--- config.mk ---
export PLATFORM = sky130hd
export DESIGN_NAME = pipelined_addsub_flat
export DESIGN_NICKNAME = d
export VERILOG_FILES = /design/src/rtl/pipelined_addsub_pkg.sv /design/src/rtl/pipelined_addsub_if.sv /design/src/rtl/pipelined_addsub_cla_slice.sv /design/src/rtl/pipelined_addsub.sv /design/src/flat_wrapper.sv
export SDC_FILE = /design/constraint.sdc
export NUM_CORES = 1
export LEC_CHECK = 0
export CAP_MARGIN = 20
export CORE_ASPECT_RATIO = 1.2
export CORE_MARGIN = 2
export CORE_UTILIZATION = 40
export CTS_CLUSTER_SIZE = 40
export DETAILED_ROUTE_END_ITERATION = 6
export GPL_TIMING_DRIVEN = 0
export PLACE_DENSITY = 0.67
export SLEW_MARGIN = 20
export SYNTH_ARGS = -nofsm -noshare
export SYNTH_HDL_FRONTEND = slang
export SYNTH_SLANG_ARGS = --single-unit
--- constraint.sdc ---
create_clock -name clk -period 6.2 [get_ports clk]
set_input_delay 1.86 -clock clk [delete_from_list [all_inputs] [get_ports clk]]
set_output_delay 1.86 -clock clk [all_outputs]
set_load 0.005 [all_outputs]
--- src/rtl/pipelined_addsub_pkg.sv ---
// addsub_pkg: operation encoding and chunk sizing shared by the pipelined adder/subtractor
package addsub_pkg;
  typedef enum logic [1:0] {ADD = 2'd0, ADDC = 2'd1, SUB = 2'd2, SUBB = 2'd3} addsub_op_t;
  function automatic int chunk_of(int width, int stages);
    return width / stages;
  endfunction
endpackage

--- src/rtl/pipelined_addsub_if.sv ---
// pipelined_addsub_if: operand-in and result-out valid/ready channels of the adder/subtractor
interface pipelined_addsub_if #(parameter int WIDTH = 32);
  import addsub_pkg::*;
  logic in_valid;
  logic in_ready;
  logic [WIDTH-1:0] a;
  logic [WIDTH-1:0] b;
  logic carry_in;
  addsub_op_t op;
  logic out_valid;
  logic out_ready;
  logic [WIDTH-1:0] sum;
  logic carry_out;
  logic overflow;
  logic zero;
  modport master (
    output in_valid, a, b, carry_in, op, out_ready,
    input in_ready, out_valid, sum, carry_out, overflow, zero
  );
  modport slave (
    input in_valid, a, b, carry_in, op, out_ready,
    output in_ready, out_valid, sum, carry_out, overflow, zero
  );
endinterface

--- src/rtl/pipelined_addsub_cla_slice.sv ---
// cla_slice: combinational W-bit carry-look-ahead adder slice
module cla_slice #(parameter int W = 8) (
  input  logic [W-1:0] a,
  input  logic [W-1:0] b,
  input  logic         cin,
  output logic [W-1:0] sum,
  output logic         cout,
  output logic         c_msb_in
);
  logic [W-1:0] g, p;
  logic [W:0] c;
  function automatic logic [W-1:0] lo(int n);
    return W'((W+1)'(1) << n) - 1'b1;
  endfunction
  assign g = a & b;
  assign p = a ^ b;
  // carry i+1 = cin propagated through p[i:0], or any g[j] propagated through p[i:j+1]
  always_comb begin
    c = '0;
    c[0] = cin;
    for (int i = 0; i < W; i++) begin
      c[i+1] = cin & (&(p | ~lo(i+1)));
      for (int j = 0; j <= i; j++) c[i+1] = c[i+1] | (g[j] & (&(p | ~lo(i+1) | lo(j+1))));
    end
  end
  assign sum = p ^ c[W-1:0];
  assign cout = c[W];
  assign c_msb_in = c[W-1];
endmodule

--- src/rtl/pipelined_addsub.sv ---
// pipelined_addsub: STAGES-deep chunked add/sub with registered inter-chunk carry and global stall
module pipelined_addsub
  import addsub_pkg::*;
#(
  parameter int WIDTH = 32,
  parameter int STAGES = 4
) (
  input logic clk,
  input logic rst_n,
  pipelined_addsub_if.slave bus
);
  localparam int CHUNK = chunk_of(WIDTH, STAGES);
  logic adv, sub, cin;
  logic [WIDTH-1:0] bc;
  logic [WIDTH-1:0] a_in [STAGES];
  logic [WIDTH-1:0] b_in [STAGES];
  logic [WIDTH-1:0] s_nx [STAGES];
  logic [WIDTH-1:0] a_q [STAGES];
  logic [WIDTH-1:0] b_q [STAGES];
  logic [WIDTH-1:0] s_q [STAGES];
  logic cm [STAGES];
  logic [STAGES-1:0] vi, co, zo, v_q, c_q, z_q;
  logic ov_q;
  assign adv = !bus.out_valid || bus.out_ready;
  assign bus.in_ready = adv;
  assign sub = (bus.op == SUB) || (bus.op == SUBB);
  assign bc = sub ? ~bus.b : bus.b;
  assign cin = bus.op == ADD ? 1'b0 : bus.op == ADDC ? bus.carry_in : bus.op == SUB ? 1'b1 : ~bus.carry_in;
  for (genvar k = 0; k < STAGES; k++) begin : g_st
    logic [CHUNK-1:0] ss;
    logic ci, zi;
    if (k == 0) begin : g_first
      assign a_in[k] = bus.a;
      assign b_in[k] = bc;
      assign ci = cin;
      assign zi = 1'b1;
      assign vi[k] = bus.in_valid;
      assign s_nx[k] = WIDTH'(ss);
    end else begin : g_next
      assign a_in[k] = a_q[k-1];
      assign b_in[k] = b_q[k-1];
      assign ci = c_q[k-1];
      assign zi = z_q[k-1];
      assign vi[k] = v_q[k-1];
      // completed lower chunks ride along; bits above chunk k are still zero
      assign s_nx[k] = s_q[k-1] | (WIDTH'(ss) << (k*CHUNK));
    end
    cla_slice #(.W(CHUNK)) u_cla (
      .a(a_in[k][k*CHUNK +: CHUNK]),
      .b(b_in[k][k*CHUNK +: CHUNK]),
      .cin(ci),
      .sum(ss),
      .cout(co[k]),
      .c_msb_in(cm[k])
    );
    assign zo[k] = zi & (ss == '0);
  end
  always_ff @(posedge clk or negedge rst_n)
    if (!rst_n) begin
      v_q <= '0;
      c_q <= '0;
      z_q <= '0;
      ov_q <= 1'b0;
      a_q <= '{default: '0};
      b_q <= '{default: '0};
      s_q <= '{default: '0};
    end else if (adv) begin
      v_q <= vi;
      c_q <= co;
      z_q <= zo;
      ov_q <= cm[STAGES-1] ^ co[STAGES-1];
      a_q <= a_in;
      b_q <= b_in;
      s_q <= s_nx;
    end
  assign bus.out_valid = v_q[STAGES-1];
  assign bus.sum = s_q[STAGES-1];
  assign bus.carry_out = c_q[STAGES-1];
  assign bus.overflow = ov_q;
  assign bus.zero = z_q[STAGES-1];
endmodule

--- src/flat_wrapper.sv ---
// flat-port wrapper written by rule: the top's interface ports become plain ports
module pipelined_addsub_flat import addsub_pkg::*;
#(
  parameter int WIDTH = 32,
  parameter int STAGES = 4
)
  (clk, rst_n, bus_in_valid, bus_a, bus_b, bus_carry_in, bus_op, bus_out_ready, bus_in_ready, bus_out_valid, bus_sum, bus_carry_out, bus_overflow, bus_zero);
  pipelined_addsub_if #(.WIDTH(WIDTH)) bus_i ();
  input logic clk;
  input logic rst_n;
  input wire logic [$bits(bus_i.in_valid)-1:0] bus_in_valid;
  input wire logic [$bits(bus_i.a)-1:0] bus_a;
  input wire logic [$bits(bus_i.b)-1:0] bus_b;
  input wire logic [$bits(bus_i.carry_in)-1:0] bus_carry_in;
  input wire logic [$bits(bus_i.op)-1:0] bus_op;
  input wire logic [$bits(bus_i.out_ready)-1:0] bus_out_ready;
  output wire logic [$bits(bus_i.in_ready)-1:0] bus_in_ready;
  output wire logic [$bits(bus_i.out_valid)-1:0] bus_out_valid;
  output wire logic [$bits(bus_i.sum)-1:0] bus_sum;
  output wire logic [$bits(bus_i.carry_out)-1:0] bus_carry_out;
  output wire logic [$bits(bus_i.overflow)-1:0] bus_overflow;
  output wire logic [$bits(bus_i.zero)-1:0] bus_zero;
  assign bus_i.in_valid = bus_in_valid;
  assign bus_i.a = bus_a;
  assign bus_i.b = bus_b;
  assign bus_i.carry_in = bus_carry_in;
  assign bus_i.op = bus_op;
  assign bus_i.out_ready = bus_out_ready;
  assign bus_in_ready = bus_i.in_ready;
  assign bus_out_valid = bus_i.out_valid;
  assign bus_sum = bus_i.sum;
  assign bus_carry_out = bus_i.carry_out;
  assign bus_overflow = bus_i.overflow;
  assign bus_zero = bus_i.zero;
  pipelined_addsub #(.WIDTH(WIDTH), .STAGES(STAGES)) u_core (.clk(clk), .rst_n(rst_n), .bus(bus_i));
endmodule
==> impl_results.md <==
- Gr usage total: 18.3%
- Hold Path Origin: u_core.bus.sum[19]
- IO Pins: 108
- Clk sinks: 189
- Worst slew pin tran: 0.786 ns
- Pwr Total: 5.30 mW
- Post-synth top flop: dfrtp_1
- Slew margin rel.: 47.6%
- Seq/Total Area, Yosys: 54.1%
- Total gr overflow: 0
- Largest buffer count on any clock path: 2
- Mapped Cells: 971
- Top cells by area, synth: dfrtp_1 54%, nand2_1 18%, ha_1 4.6%
- Placed Area: 0.0102 mm^2
- Clk Latency, worst-skew pair: 0.44 ns
- Critical path peak fanout: 14
- Commonest non-fill, non-tap cell in the layout: nand2_1
- Worst Hold Endpoint: u_core.bus.sum[19]
- Max_cap viols: 0
- Core Util, Final: 49.9%
- Synth area leader: dfrtp_1
- Register area: 0.00473 mm^2
- Area grow syn2layout: 23.0%
- Pin count of the biggest net entering global routing: 83
- VDD IR-drop max: 0.289 mV
- Max Fclk: 168 MHz
- Crit Path Category: primary input to output pin
- Synth cell types: 57
- Worst EP arrival: 4.09 ns
- Most frequent cells in the layout: 428 x nand2_1, 189 x dfrtp_1, 105 x clkdlybuf4s50_1, 44 x xnor2_1, 42 x nor2_1
- Initial Utilization: 40.5%
- RD Place Congestion: 0.817
- DR DRC count: 2
- Wire per inst: 14.6 um
- Setup_tns: 0 ns
- Startpoint type of the worst setup path: primary input
- Clk root buf: clkbuf_16
- Die ar.: 0.0231 mm^2
- Pwr/cell area: 493 mW/mm^2
- R2R Setup Slk: 3.59 ns
- Fin. Hold Viols: 0
- Die width: 139 um
- CP bufs+invs: 5
- Drt first-iter violations: 355
- Slew Viols, Final: 0
- Clock tree from TritonCTS: done
- Yosys top cell area share: 54.1%
- Antenna cell count: 0
- Row count: 59
- Via count: 6,673
- WL final: 20.2 mm
- Crit-path leading delay family: buffers and inverters
- Vias in the first global route: 6,803
- Htree depth: 4
- Tcrit/Tclk final: 96.0%
- First-pass GRT wire length: 33.6 mm
- Die Ht: 166 um
- Avg Cell Area, Syn: 9.00 um^2
- WP data required: 4.34 ns
- Failing checks: DRC
- Area of the multi-input gates: 0.00378 mm^2
- Crit path cell chain: clkdlybuf4s50_1 -> nor2b_1 -> clkbuf_1 -> inv_1 -> buf_2 -> clkdlybuf4s50_1
- Placed Instances: 1,353
- CP Capture Type: output pin
- Reg-to-Reg End: u_core.c_q[2]
- Setup Skew: 0.0102 ns
- Clock slew at reported path FFs: 0.07 ns
- Finished Layout Cells: 1,383
- Drt pass-1 iters: 7
- FF-to-FF path depth: 7
- Yosys warnings: 0
- Slowest CP cell: clkdlybuf4s50_1
- Nets: 1,204
- Most frequent CP cell: clkdlybuf4s50_1
- Count of final setup violators: 0
- Antenna viol nets, final: 0
- Pre-CTS setup slack: -0.172 ns
- Crit path time final: 5.95 ns
- Port bufs: 106
- Core Region: 0.0216 mm^2
- #FFs+latches synth: 189
- Post-route design area: 0.0107 mm^2
- HP Class: register to register
- Mapped Area: 0.00874 mm^2
- DP Wirelength: 14.8 mm
- Status: finished with violations
- RSZ-0062 raised after global routing: no
- Final WS setup: 0.248 ns
- EDFF count, synth: 0
- Initial antenna violation count: 0
- Post-synth ARST share: 100%
- R2R Path Start: u_core.v_q[3]
- Worst hold margin: 0.463 ns
- TritonCTS buffer count: 17
- Hold Path Depth: 2
- Leak: 5.10 nW
- Vias per cell: 4.83
- FILL cells: 2,100
- CP max stage delay: 0.51 ns
- Syn nets: 1,078
- Layout cells sized above 1: 4.60%
## cells in the mapped netlist (all sizes together) (2+ instances only)
master and number:
nand3b 2, fa 4, nor3 6, nand2 428, o21ai 41, dfrtp 189, nand2b 4, a41oi 2
inv 13, nand3 4, buf 8, o31ai 3, nor2 42, mux2 2, a21oi 31, xnor2 44
o211ai 2, o21bai 2, a211oi 7, clkbuf 38, nor2b 2, a31oi 6, a21o 4, or2 5
xor2 19, o21a 7, and2 6, ha 32
## area by class of cell
type / instances / area share (%)
repair buffers: 108 / 10.4
clock inverters: 13 / 1.00
plain buffers: 45 / 1.69
clock buffers: 18 / 4.09
inverters: 13 / 0.454
multi-input cells: 723 / 35.1
flip-flops and latches: 189 / 44.0
well taps: 274 / 3.19
## routing by layer
metal | GRT usage, % | routed length [um] | share of wire [%]
met1 | 22.9 | 8840 | 44
met2 | 32.1 | 10200 | 50
met3 | 3.81 | 904 | 4.5
met4 | 5.23 | 310 | 1.5
met5 | 0 | 0 | 0
## logic make-up (layout without fill, tap and decap cells)
logic type	Yosys count	after routing	synth area share, %
and+or+nand+nor	507	507	22.9
DFF	189	189	54.1
AOI/OAI and AO/OA	114	114	8.15
xor gates and xnor gates	63	63	6.31
buffers and inverters	59	197	2.66
adders and majority gates	36	36	5.50
muxes	3	3	0.372
## power breakdown
part,switching (mW),internal (mW)
registers,0.322,1.78
logic,1.19,0.981
clock network,0.491,0.530
## flip-flops by register name, indices dropped and copies added (netlist names)
name and flops:
u_core.a_in 48, u_core.b_in 48, u_core.s_q 48, u_core.bus.sum 32, u_core.c_q 4, u_core.v_q 4
u_core.z_q 4, u_core.bus.overflow 1
## worst max-delay path by stage
stage | from | end | slack, ns | cells past startpoint
finish | bus_out_ready | bus_in_ready | 0.25 | 6
floorplan | bus_out_ready | bus_in_ready | 1.61 | 5
detailed placement | bus_out_ready | bus_in_ready | -0.17 | 7
global placement | rst_n | u_core.bus.sum[12] | -4.49 | 1
global route | bus_out_ready | bus_in_ready | 0.05 | 6
CTS | bus_out_ready | bus_in_ready | 0.04 | 7
## tightest hold or removal path, cell delays in order, from the launching register on
cell,delay [ns]
dfrtp_1,0.34
nand2_1,0.05
nand2_1,0.04
## timing repair
action                                  in CTS  in global routing
resized for setup                            1                  0
setup buffers                                0                  0
hold buffers                                 0                  0
endpoints found under the setup margin       1                  1
Note: power is estimated with default switching activity, not from simulation.
